<file path="config.mk">
export PLATFORM = sky130hd
export DESIGN_NAME = bcd_counter_n
export DESIGN_NICKNAME = d
export VERILOG_FILES = /design/src/rtl/bcd_counter_n.sv
export SDC_FILE = /design/constraint.sdc
export NUM_CORES = 1
export LEC_CHECK = 0
export BUFFER_PORTS_ARGS = -buffer_cell sky130_fd_sc_hd__buf_2
export CORE_UTILIZATION = 50
export DETAILED_ROUTE_END_ITERATION = 8
export MAX_ROUTING_LAYER = met4
export PLACE_DENSITY_LB_ADDON = 0.2
export SYNTH_ARGS = -nofsm -noshare
export SYNTH_HDL_FRONTEND = slang
export SYNTH_SLANG_ARGS = --single-unit
</file>
<file path="constraint.sdc">
create_clock -name clk_i -period 3.5 [get_ports clk_i]
set_input_delay 0 -clock clk_i [delete_from_list [all_inputs] [get_ports clk_i]]
set_output_delay 0 -clock clk_i [all_outputs]
set_load 0.02 [all_outputs]
</file>
<file path="src/rtl/bcd_counter_n.sv">
// rtl/bcd_counter_n.sv - parametrised N-digit packed-BCD up/down counter
// Per-digit modulo-10 step with a rippling carry/borrow chain; cout is combinational for cascading.
module bcd_counter_n #(
  parameter int DIGITS   = 4,
  parameter bit SATURATE = 1'b0
) (
  input  logic                  clk_i,
  input  logic                  rst_n_i,
  input  logic                  clr_i,
  input  logic                  load_i,
  input  logic [4*DIGITS-1:0]   load_val_i,
  input  logic                  cin_i,
  input  logic                  up_i,
  output logic [4*DIGITS-1:0]   q_o,
  output logic                  cout_o,
  output logic                  load_err_o
);

  localparam int W = 4 * DIGITS;

  logic [W-1:0]      q_q, q_d;
  logic [W-1:0]      step_val;
  logic              load_err_q, load_err_d;
  logic [DIGITS:0]   carry;
  logic [DIGITS-1:0] digit_nine, digit_zero, digit_bad;
  logic              at_term;

  // carry[i] means every digit below i sits at the terminal value for the current direction
  assign carry[0] = 1'b1;

  for (genvar g = 0; g < DIGITS; g++) begin : g_digit
    logic [3:0] dig;
    logic [3:0] nxt;

    assign dig           = q_q[4*g +: 4];
    assign digit_nine[g] = (dig == 4'd9);
    assign digit_zero[g] = (dig == 4'd0);
    assign digit_bad[g]  = (load_val_i[4*g +: 4] > 4'd9);
    assign carry[g+1]    = carry[g] & (up_i ? digit_nine[g] : digit_zero[g]);

    assign nxt = !carry[g] ? dig :
                 up_i      ? (digit_nine[g] ? 4'd0 : dig + 4'd1) :
                             (digit_zero[g] ? 4'd9 : dig - 4'd1);

    assign step_val[4*g +: 4] = nxt;
  end

  assign at_term = carry[DIGITS];

  always_comb begin
    q_d        = q_q;
    load_err_d = 1'b0;
    if (clr_i) begin
      q_d = '0;
    end else if (load_i) begin
      // a load with any non-BCD digit is dropped as a whole
      if (|digit_bad) begin
        load_err_d = 1'b1;
      end else begin
        q_d = load_val_i;
      end
    end else if (cin_i) begin
      if (!(SATURATE && at_term)) begin
        q_d = step_val;
      end
    end
  end

  always_ff @(posedge clk_i or negedge rst_n_i) begin
    if (!rst_n_i) begin
      q_q        <= '0;
      load_err_q <= 1'b0;
    end else begin
      q_q        <= q_d;
      load_err_q <= load_err_d;
    end
  end

  assign q_o        = q_q;
  assign load_err_o = load_err_q;
  assign cout_o     = rst_n_i & cin_i & ~clr_i & ~load_i & at_term;

endmodule

</file>
==> flow_summary.toml, run 1 <==
[synth]
netlist_area_um2 = 1705
ys_seq_area_share_pct = 24.94
synth_cell_types = 52
synth_edf_count = 0
synth_ff_type = "dfrtp_1"
netlist_instances = 217
synth_warnings = 0
postSynthAreaPerCell_um2 = 7.859
async_reset_ff_share_pct = 100.0
synth.ff_latch_count = 17
synthesis.nets = 245

[place]
dpl-instance-area_um2 = 1867
dp_hpwl_um = 2879
gp_congestion = 0.8279
placement.io_buffers = 39

[pwr]
pwr-share-seq_pct = 42.2
switchingPower_mw = 0.2683
leakagePower_nw = 0.8345
switching_share_pct = 42.22
max-vdd-ir-drop_uv = 183.0
powerDensity_nw_per_um2 = 333.7
intPower_mw = 0.3672
combPwrFrac_pct = 39.6
power_frac_clock_pct = 18.1
total_power_mw = 0.6355

[sta]
slew_viol_final = 0
setup_viol_count_final = 0
hold_violations = 0
final.setup_skew_ns = 0.001246
max_slew.worst_pin.slew_ns = 0.6557
period_share_pct = 64.82
post-route-min-period_ns = 2.269
fmax_ghz = 0.4408
fin_hold_ws_ns = 0.03347
slew_headroom_pct = 56.28
fin_setup_tns_ns = 0
rsz0062_at_grt = "no"

[clock_network]
clkTransAtPathRegs_ns = 0.11
holdBufCountCts = 1
cts_resized = 0
cts_tree = "built"
numCtsBuffers = 3
clkSinkCount = 17
clk_latency_ns = 0.30
htree_levels = 1
postCtsSetupBuffers = 0
clockBufferDepth = 2
cts-root-buf = "clkbuf_4"

[floorplanning]
initial_core_util_pct = 54.09
core_um2 = 3153
die_h_um = 60.40
fp.dieW_um = 60.40
ioPinCount = 40
rows = 20
die_area_um2 = 3648

[routing]
drt-initial-drc-count = 145
dr_total_vias = 1702
routed_via_density = 5.972
finalWirelength_um = 4147
ant_nets = 0
avgRoutedWirePerCell_um = 14.55
drcViolationCount = 0
dr.pass1.iters = 4

[worst_setup_path]
cp_slowest_cell = "dfrtp_1"
reg2reg_from = "q_o[1]$_DFFE_PN0P_"
path_cells = "inv_1, ha_1, nand4_1, nor4_1, o2111ai_2, nor3_1, buf_2"
worstSetupPathType = "reg -> out"
cp-start-kind = "register"
critPathMaxStageDelay_ns = 0.44
crit_buf_inv = 2
crit_start = "q_o[1]$_DFFE_PN0P_"
reg2reg_depth = 7
critPathRequiredTime_ns = 3.50
reg2reg_slack_ns = 1.38
worst_path_dominant_cell_family = "simple AND/OR/NAND/NOR gates"
cp-end-kind = "primary output"
arrival_ns = 2.27
critPathMaxFanout = 5
worstReg2RegEnd = "q_o[12]$_DFFE_PN0P_"

[global_route]
antenna_found_initial = 0
grtUsageTotal_pct = 26.03
grt_max_degree = 41
grt_pass1_wl_um = 6975
grt-ovfl-total = 0
grt_pass1_vias = 1447

[cells_and_area]
design_area_um2 = 1904
n_antenna_cell = 0
utilization_pct = 60.40
final_nets = 270
area_growth_pct = 11.67
drive_gt1_share_pct = 22.82

[worst_hold_path]
hp-start = "load_val_i[12]"
hold_path_depth = 4
hold_end = "q_o[12]$_DFFE_PN0P_"
hold_path.class = "in -> reg"

[run_status]
outcome = "completed"

[flow_run]
max-cap-violations = 0
## layer usage
layer  vias to the layer above  routed length, um  global-route usage (%)
li1                        847                  -                       -
met1                       791               2050                   38.43
met2                        60               1834                   38.62
met3                         4                243                   2.559
met4                         0                 18                   4.983
met5                         -                  0                       -
## cell usage in the layout, fill, tap and decap left out, drive strengths merged, types with 5 or more instances in the layout
| master | n |
|---|---|
| a211oi | 7 |
| a21oi | 20 |
| buf | 40 |
| dfrtp | 17 |
| ha | 6 |
| inv | 18 |
| mux2i | 6 |
| nand2 | 12 |
| nand2b | 5 |
| nand3 | 11 |
| nor2 | 12 |
| o21ai | 15 |
| o31ai | 5 |
## final cells by class
class / instances / area, um^2
inverter: 18 / 67.56
tap: 44 / 55.05
fill: 316 / 1249
clock inverter: 1 / 5.005
clock buffer: 3 / 22.52
multi-input combinational: 161 / 1116
sequential: 17 / 425.4
timing repair buffer: 41 / 212.7
## worst register-to-register path: stages (launching register included)
cell and delay, ns:
dfrtp_1 0.44, inv_1 0.12, ha_1 0.27, nand4_1 0.12
nor4_1 0.35, o2111ai_2 0.23, o21a_4 0.26, a22o_1 0.23
## registers in the layout (all words and copies together) (netlist names)
signal      cells
q_o            16
load_err_o      1
## stage by stage
| step | worst slack (ns) | cells |
|---|---|---|
| after floorplan | 1.498 | 217 |
| after global placement | 1.492 | 280 |
| after detailed placement | 1.407 | 280 |
| after CTS | 1.230 | 285 |
| after global routing | 1.068 | 285 |
| final | 1.231 | 285 |
## cell families (layout without fill, tap and decap cells)
kind of cell / after synthesis / after routing / synth area share (%)
adder cells (fa/ha/maj): 6 / 6 / 4.402
XOR/XNOR: 3 / 3 / 1.541
AO/OA/AOI/OAI: 81 / 81 / 33.68
flip-flops: 17 / 17 / 24.95
multiplexers: 10 / 10 / 6.163
AND/OR/NAND/NOR: 61 / 61 / 19.66
buffers and inverters: 39 / 63 / 9.611
## how the worst max path moves through the flow
stage                          endpoint  slack, ns  cells after the start
finish                           cout_o       1.23                      7
global route                     cout_o       1.07                      7
CTS                              cout_o       1.23                      7
detailed placement  q_o[12]$_DFFE_PN0P_       1.41                      7
global placement    q_o[13]$_DFFE_PN0P_       1.49                      7
floorplan           q_o[12]$_DFFE_PN0P_       1.50                      7
## power groups by stage
stage	clock network, mW	registers (mW)	logic, mW
6_report	0.115	0.268	0.252
5_1_grt	0.127	0.275	0.280
4_1_cts	0.116	0.268	0.252
3_5_place_dp	0	0.272	0.250
3_3_place_gp	0	0.272	0.248
2_1_floorplan	0	0.265	0.192
## Yosys cell counts (all sizes together), types with 5 or more instances
master | n | area (um^2)
buf | 5 | 36.28
o21ai | 15 | 75.07
nand3 | 11 | 55.05
nand2b | 5 | 31.28
o31ai | 5 | 37.54
nand2 | 12 | 45.04
a211oi | 7 | 52.55
dfrtp | 17 | 425.4
nor2 | 12 | 45.04
a21oi | 20 | 100.1
ha | 6 | 75.07
mux2i | 6 | 60.06
inv | 18 | 67.56
clkbuf | 16 | 60.06
Note: power is estimated with default switching activity, not from simulation.
==> run 2: changes to the inputs <==
--- a/config.mk
+++ b/config.mk
@@ -6,7 +6,7 @@
 export NUM_CORES = 1
 export LEC_CHECK = 0
 export BUFFER_PORTS_ARGS = -buffer_cell sky130_fd_sc_hd__buf_2
-export CORE_UTILIZATION = 50
+export CORE_UTILIZATION = 49
 export DETAILED_ROUTE_END_ITERATION = 8
 export MAX_ROUTING_LAYER = met4
 export PLACE_DENSITY_LB_ADDON = 0.2
==> constraint.sdc (replaced) <==
create_clock -name clk_i -period 2 [get_ports clk_i]
set_input_delay 0 -clock clk_i [delete_from_list [all_inputs] [get_ports clk_i]]
set_output_delay 0 -clock clk_i [all_outputs]
set_load 0.02 [all_outputs]
==> flow_summary.toml, run 2 (synthesis results as in run 1) <==
[worst_setup_path]
reg2reg_from = "q_o[0]$_DFFE_PN0P_"
crit_start = "q_o[0]$_DFFE_PN0P_"
cp-end-kind = "primary output"
crit_buf_inv = 2
critPathRequiredTime_ns = 2.00
cp-start-kind = "register"
reg2reg_slack_ns = 0.12
worst_path_dominant_cell_family = "simple AND/OR/NAND/NOR gates"
worstSetupPathType = "reg -> out"
critPathMaxStageDelay_ns = 0.39
reg2reg_depth = 7
worstReg2RegEnd = "q_o[10]$_DFFE_PN0P_"
critPathMaxFanout = 4
arrival_ns = 1.92
worst_path_most_repeated_cell = "buf_4"
cp_slowest_cell = "dfrtp_2"
path_cells = "buf_4, ha_4, nand4_1, nor4_4, o2111ai_4, nor3_2, buf_4"

[global_route]
grt_max_degree = 18
grt-ovfl-total = 0
grt_pass1_wl_um = 7065
grt_pass1_vias = 1540
grtUsageTotal_pct = 26.34
antenna_found_initial = 0

[worst_hold_path]
hold_path.class = "in -> reg"
hp-start = "load_val_i[12]"
hold_end = "q_o[12]$_DFFE_PN0P_"
hold_path_depth = 4

[routing]
dr_total_vias = 1795
ant_nets = 0
avgRoutedWirePerCell_um = 14.73
routed_via_density = 5.905
drt-initial-drc-count = 100
drcViolationCount = 2
finalWirelength_um = 4477
dr.pass1.iters = 6

[cells_and_area]
utilization_pct = 63.29
area_growth_pct = 23.84
drive_gt1_share_pct = 31.40
final_cell_mix = "buf_2, a21oi_1, buf_4, inv_1"
final_nets = 287
n_antenna_cell = 0
final_common_cell = "buf_2"
largest_reg_flops = 16

[flow_run]
max-cap-violations = 0

[clock_network]
clkTransAtPathRegs_ns = 0.10
cts_tree = "built"
clkSinkCount = 17
htree_levels = 1
numCtsBuffers = 3
clockBufferDepth = 2
clk_latency_ns = 0.30
cts-root-buf = "clkbuf_4"

[run_status]
violations = "DRC"
outcome = "finished, violations left"

[sta]
slew_headroom_pct = 71.24
final.setup_skew_ns = 0.008640
max_slew.worst_pin.slew_ns = 0.4314
post-route-min-period_ns = 1.923
setup_viol_count_final = 0
rsz0062_at_grt = "yes"
slew_viol_final = 0
fin_ws_ns = 0.07671
fmax_ghz = 0.5199
period_share_pct = 96.16
fin_setup_tns_ns = 0
hold_violations = 0

[floorplanning]
core_um2 = 3337
die_area_um2 = 3720
initial_core_util_pct = 51.11
rows = 21
die_h_um = 61.00
fp.dieW_um = 61.00
ioPinCount = 40

[place]
detailedPlace.worstSlack_ns = 0.09444
dp_hpwl_um = 3193
placement.io_buffers = 39
gp_congestion = 0.8532

[pwr]
max-vdd-ir-drop_uv = 494.2
leakagePower_nw = 0.9199
powerDensity_nw_per_um2 = 557.0
run 2: where the power goes:
part | internal, mW | switching, mW
logic | 0.236 | 0.300
registers | 0.380 | 0.0709
clock network | 0.0778 | 0.112
run 2: what timing repair did:
action | CTS | global route
hold buffers | 2 | 0
setup buffers | 0 | 3
endpoints found under the hold margin | 19 | 0
pin swaps | 4 | 4
resized for setup | 7 | 8
endpoints found under the setup margin | 1 | 5
run 2: worst max path at each step:
stage                                endpoint  slack, ns  cells after the start
after floorplan           q_o[12]$_DFFE_PN0P_       0.03                      6
after global placement    q_o[13]$_DFFE_PN0P_       0.13                      7
after detailed placement  q_o[10]$_DFFE_PN0P_       0.09                      7
after CTS                              cout_o       0.01                      7
after global routing                   cout_o      -0.03                      7
final                                  cout_o       0.08                      7
run 2: area by class of cell:
class	instances	area (um^2)
Fill cell	289	1225
Multi-Input combinational cell	161	1187
Sequential cell	17	427.9
Timing Repair Buffer	58	345.3
Inverter	18	67.56
Tap cell	46	57.56
Clock buffer	4	26.28
run 2: per-stage QoR:
step | cell area [um^2] | power [mW] | std cells | hold slack (ns)
2_1_floorplan | 1712 | 0.8002 | 217 | -0.2956
3_3_place_gp | 1973 | 0.9453 | 295 | 0.01233
3_5_place_dp | 1973 | 0.9492 | 295 | 0.01425
4_1_cts | 2049 | 1.152 | 301 | 0.03848
5_1_grt | 2112 | 1.262 | 304 | 0.05174
6_report | 2112 | 1.176 | 304 | 0.03989
run 2: tightest hold or removal path, stage by stage:
cell and delay [ns]:
buf_2 0.08, nand2_1 0.05, o31ai_1 0.06, a22o_1 0.12
run 2: layer usage:
layer  global-route usage [%]  share of wire, %  vias up
met1                    35.50                47      828
met4                    9.091               1.8        0
li1                         -                 -      881
met5                        -                 0        -
met2                    38.78                45       78
met3                    5.757               6.1        8
==> run 3: changes to the inputs <==
==> constraint.sdc (replaced) <==
create_clock -name clk_i -period 2 [get_ports clk_i]
set_input_delay 0.1 -clock clk_i [delete_from_list [all_inputs] [get_ports clk_i]]
set_output_delay 0.1 -clock clk_i [all_outputs]
set_load 0.1 [all_outputs]
==> flow_summary.toml, run 3 (synthesis results as in run 1) <==
[run_status]
outcome = "finished, violations left"
violations = "setup timing"

[clock_network]
clk_latency_ns = 0.29
cts-root-buf = "clkbuf_4"
cts_tree = "built"
numCtsBuffers = 3
clockBufferDepth = 2
clkTransAtPathRegs_ns = 0.11
htree_levels = 1
clkSinkCount = 17

[worst_setup_path]
worstSetupPathType = "reg -> out"
path_cells = "or3_4, nor4_4, o2111ai_2, buf_4, nor3_4, buf_12"
cp-end-kind = "primary output"
critPathMaxStageDelay_ns = 0.49
cp_slowest_cell = "dfrtp_4"
reg2reg_depth = 6
arrival_ns = 2.15
critPathRequiredTime_ns = 1.90
reg2reg_slack_ns = -0.04
critPathMaxFanout = 3
cp-start-kind = "register"

[global_route]
grt_max_degree = 39
grt-ovfl-total = 0
grt_pass1_vias = 1485
antenna_found_initial = 0
grt_pass1_wl_um = 6920
grtUsageTotal_pct = 26.09

[pwr]
leakagePower_nw = 0.9040
combPwrFrac_pct = 53.2
max-vdd-ir-drop_uv = 302.1
pwr-share-seq_pct = 32.8
switchingPower_mw = 0.7116
intPower_mw = 0.6951
switching_share_pct = 50.59
powerDensity_nw_per_um2 = 664.9
power_frac_clock_pct = 14.0

[sta]
period_share_pct = 112.5
fin_hold_ws_ns = 0.1487
fin_setup_tns_ns = -0.3173
setup_viol_count_final = 3
final.setup_skew_ns = 0.005491
slew_viol_final = 0
fmax_ghz = 0.4445
rsz0062_at_grt = "yes"
slew_headroom_pct = 24.90
max_slew.worst_pin.slew_ns = 1.117
fin_ws_ns = -0.2496
post-route-min-period_ns = 2.250
hold_violations = 0

[place]
dp_cells = 296
gp_congestion = 0.8555
placement.io_buffers = 39
dp_hpwl_um = 3246

[flow_run]
max-cap-violations = 0

[cells_and_area]
largest_reg_flops = 16
layoutNonFillerInstCount = 302
final_common_cell = "buf_2"
final_cell_mix = "buf_2, a21oi_1, inv_1, buf_4, o21ai_0"
drive_gt1_share_pct = 35.16
area_growth_pct = 24.06
n_antenna_cell = 0
final_nets = 285
utilization_pct = 63.40

[routing]
routed_via_density = 5.927
drt-initial-drc-count = 166
avgRoutedWirePerCell_um = 15.03
ant_nets = 0
dr_total_vias = 1790
finalWirelength_um = 4539
drcViolationCount = 0
dr.pass1.iters = 4

[floorplanning]
core_um2 = 3337
initial_core_util_pct = 51.11
ioPinCount = 40
die_area_um2 = 3720
fp.dieW_um = 61.00
die_h_um = 61.00
rows = 21

[worst_hold_path]
hold_path.class = "in -> reg"
hold_path_depth = 4
[run 3: changes by cell type in the layout (fill, tap and decap cells not counted), sizes merged]
cell         previous run  this run
buf                    56        55
dlygate4sd3             2         1
[run 3: what timing repair did]
action                                  4_1_cts  5_1_grt
gates resized for setup                       0        5
pin swaps                                     1        2
hold buffers                                  1        0
endpoints found under the setup margin        1        4
setup buffers                                 0        1
hold endpoints to repair                     17        0
[run 3: final cells by class]
type                    count  area (um^2)
fillers                   308         1221
flip-flops and latches     17        451.7
inverters                  18        70.07
clock buffers               4        26.28
multi-input cells         161         1170
well taps                  46        57.56
repair buffers             56        340.3
[run 3: worst max-delay path, delay by kind of cell, from the launching register on]
family / cells / cell delay [ns]
AOI/OAI and AO/OA: 1 / 0.19
and+or+nand+nor: 3 / 0.79
buffers and inverters: 2 / 0.39
DFF: 1 / 0.49
[run 3: metal layers]
layer	routed length, um	share of wire (%)	track usage (%)
met4	87	1.9	8.442
met5	0	0	-
met1	2011	44	33.86
met3	253	5.6	3.412
met2	2187	48	42.07
[run 3: power by group through the flow]
stage               logic (mW)  clock network (mW)  registers [mW]
finish                   0.749               0.197           0.461
CTS                      0.742               0.201           0.458
detailed placement       0.738                   0           0.465
global route             0.804               0.218           0.467
global placement         0.734                   0           0.462
floorplan                0.344                   0           0.698
[run 3: worst paths after layout]
| kind | to | startpoint |
|---|---|---|
| worst max-delay path | cout_o | q_o[5]$_DFFE_PN0P_ |
| worst min-delay path | q_o[12]$_DFFE_PN0P_ | load_val_i[12] |
| worst max register to register | q_o[13]$_DFFE_PN0P_ | q_o[5]$_DFFE_PN0P_ |
| worst min register to register | q_o[9]$_DFFE_PN0P_ | q_o[9]$_DFFE_PN0P_ |
| max in group asynchronous | q_o[1]$_DFFE_PN0P_ | rst_n_i |
| min in group asynchronous | q_o[7]$_DFFE_PN0P_ | rst_n_i |
[run 3: per-stage QoR]
stage / area, um^2 / power [mW] / setup WS, ns
global route: 2116 / 1.489 / -0.3474
floorplan: 1764 / 1.042 / -0.4462
global placement: 2048 / 1.196 / -0.07956
CTS: 2085 / 1.401 / -0.3130
finish: 2116 / 1.407 / -0.2496
detailed placement: 2048 / 1.203 / -0.07077
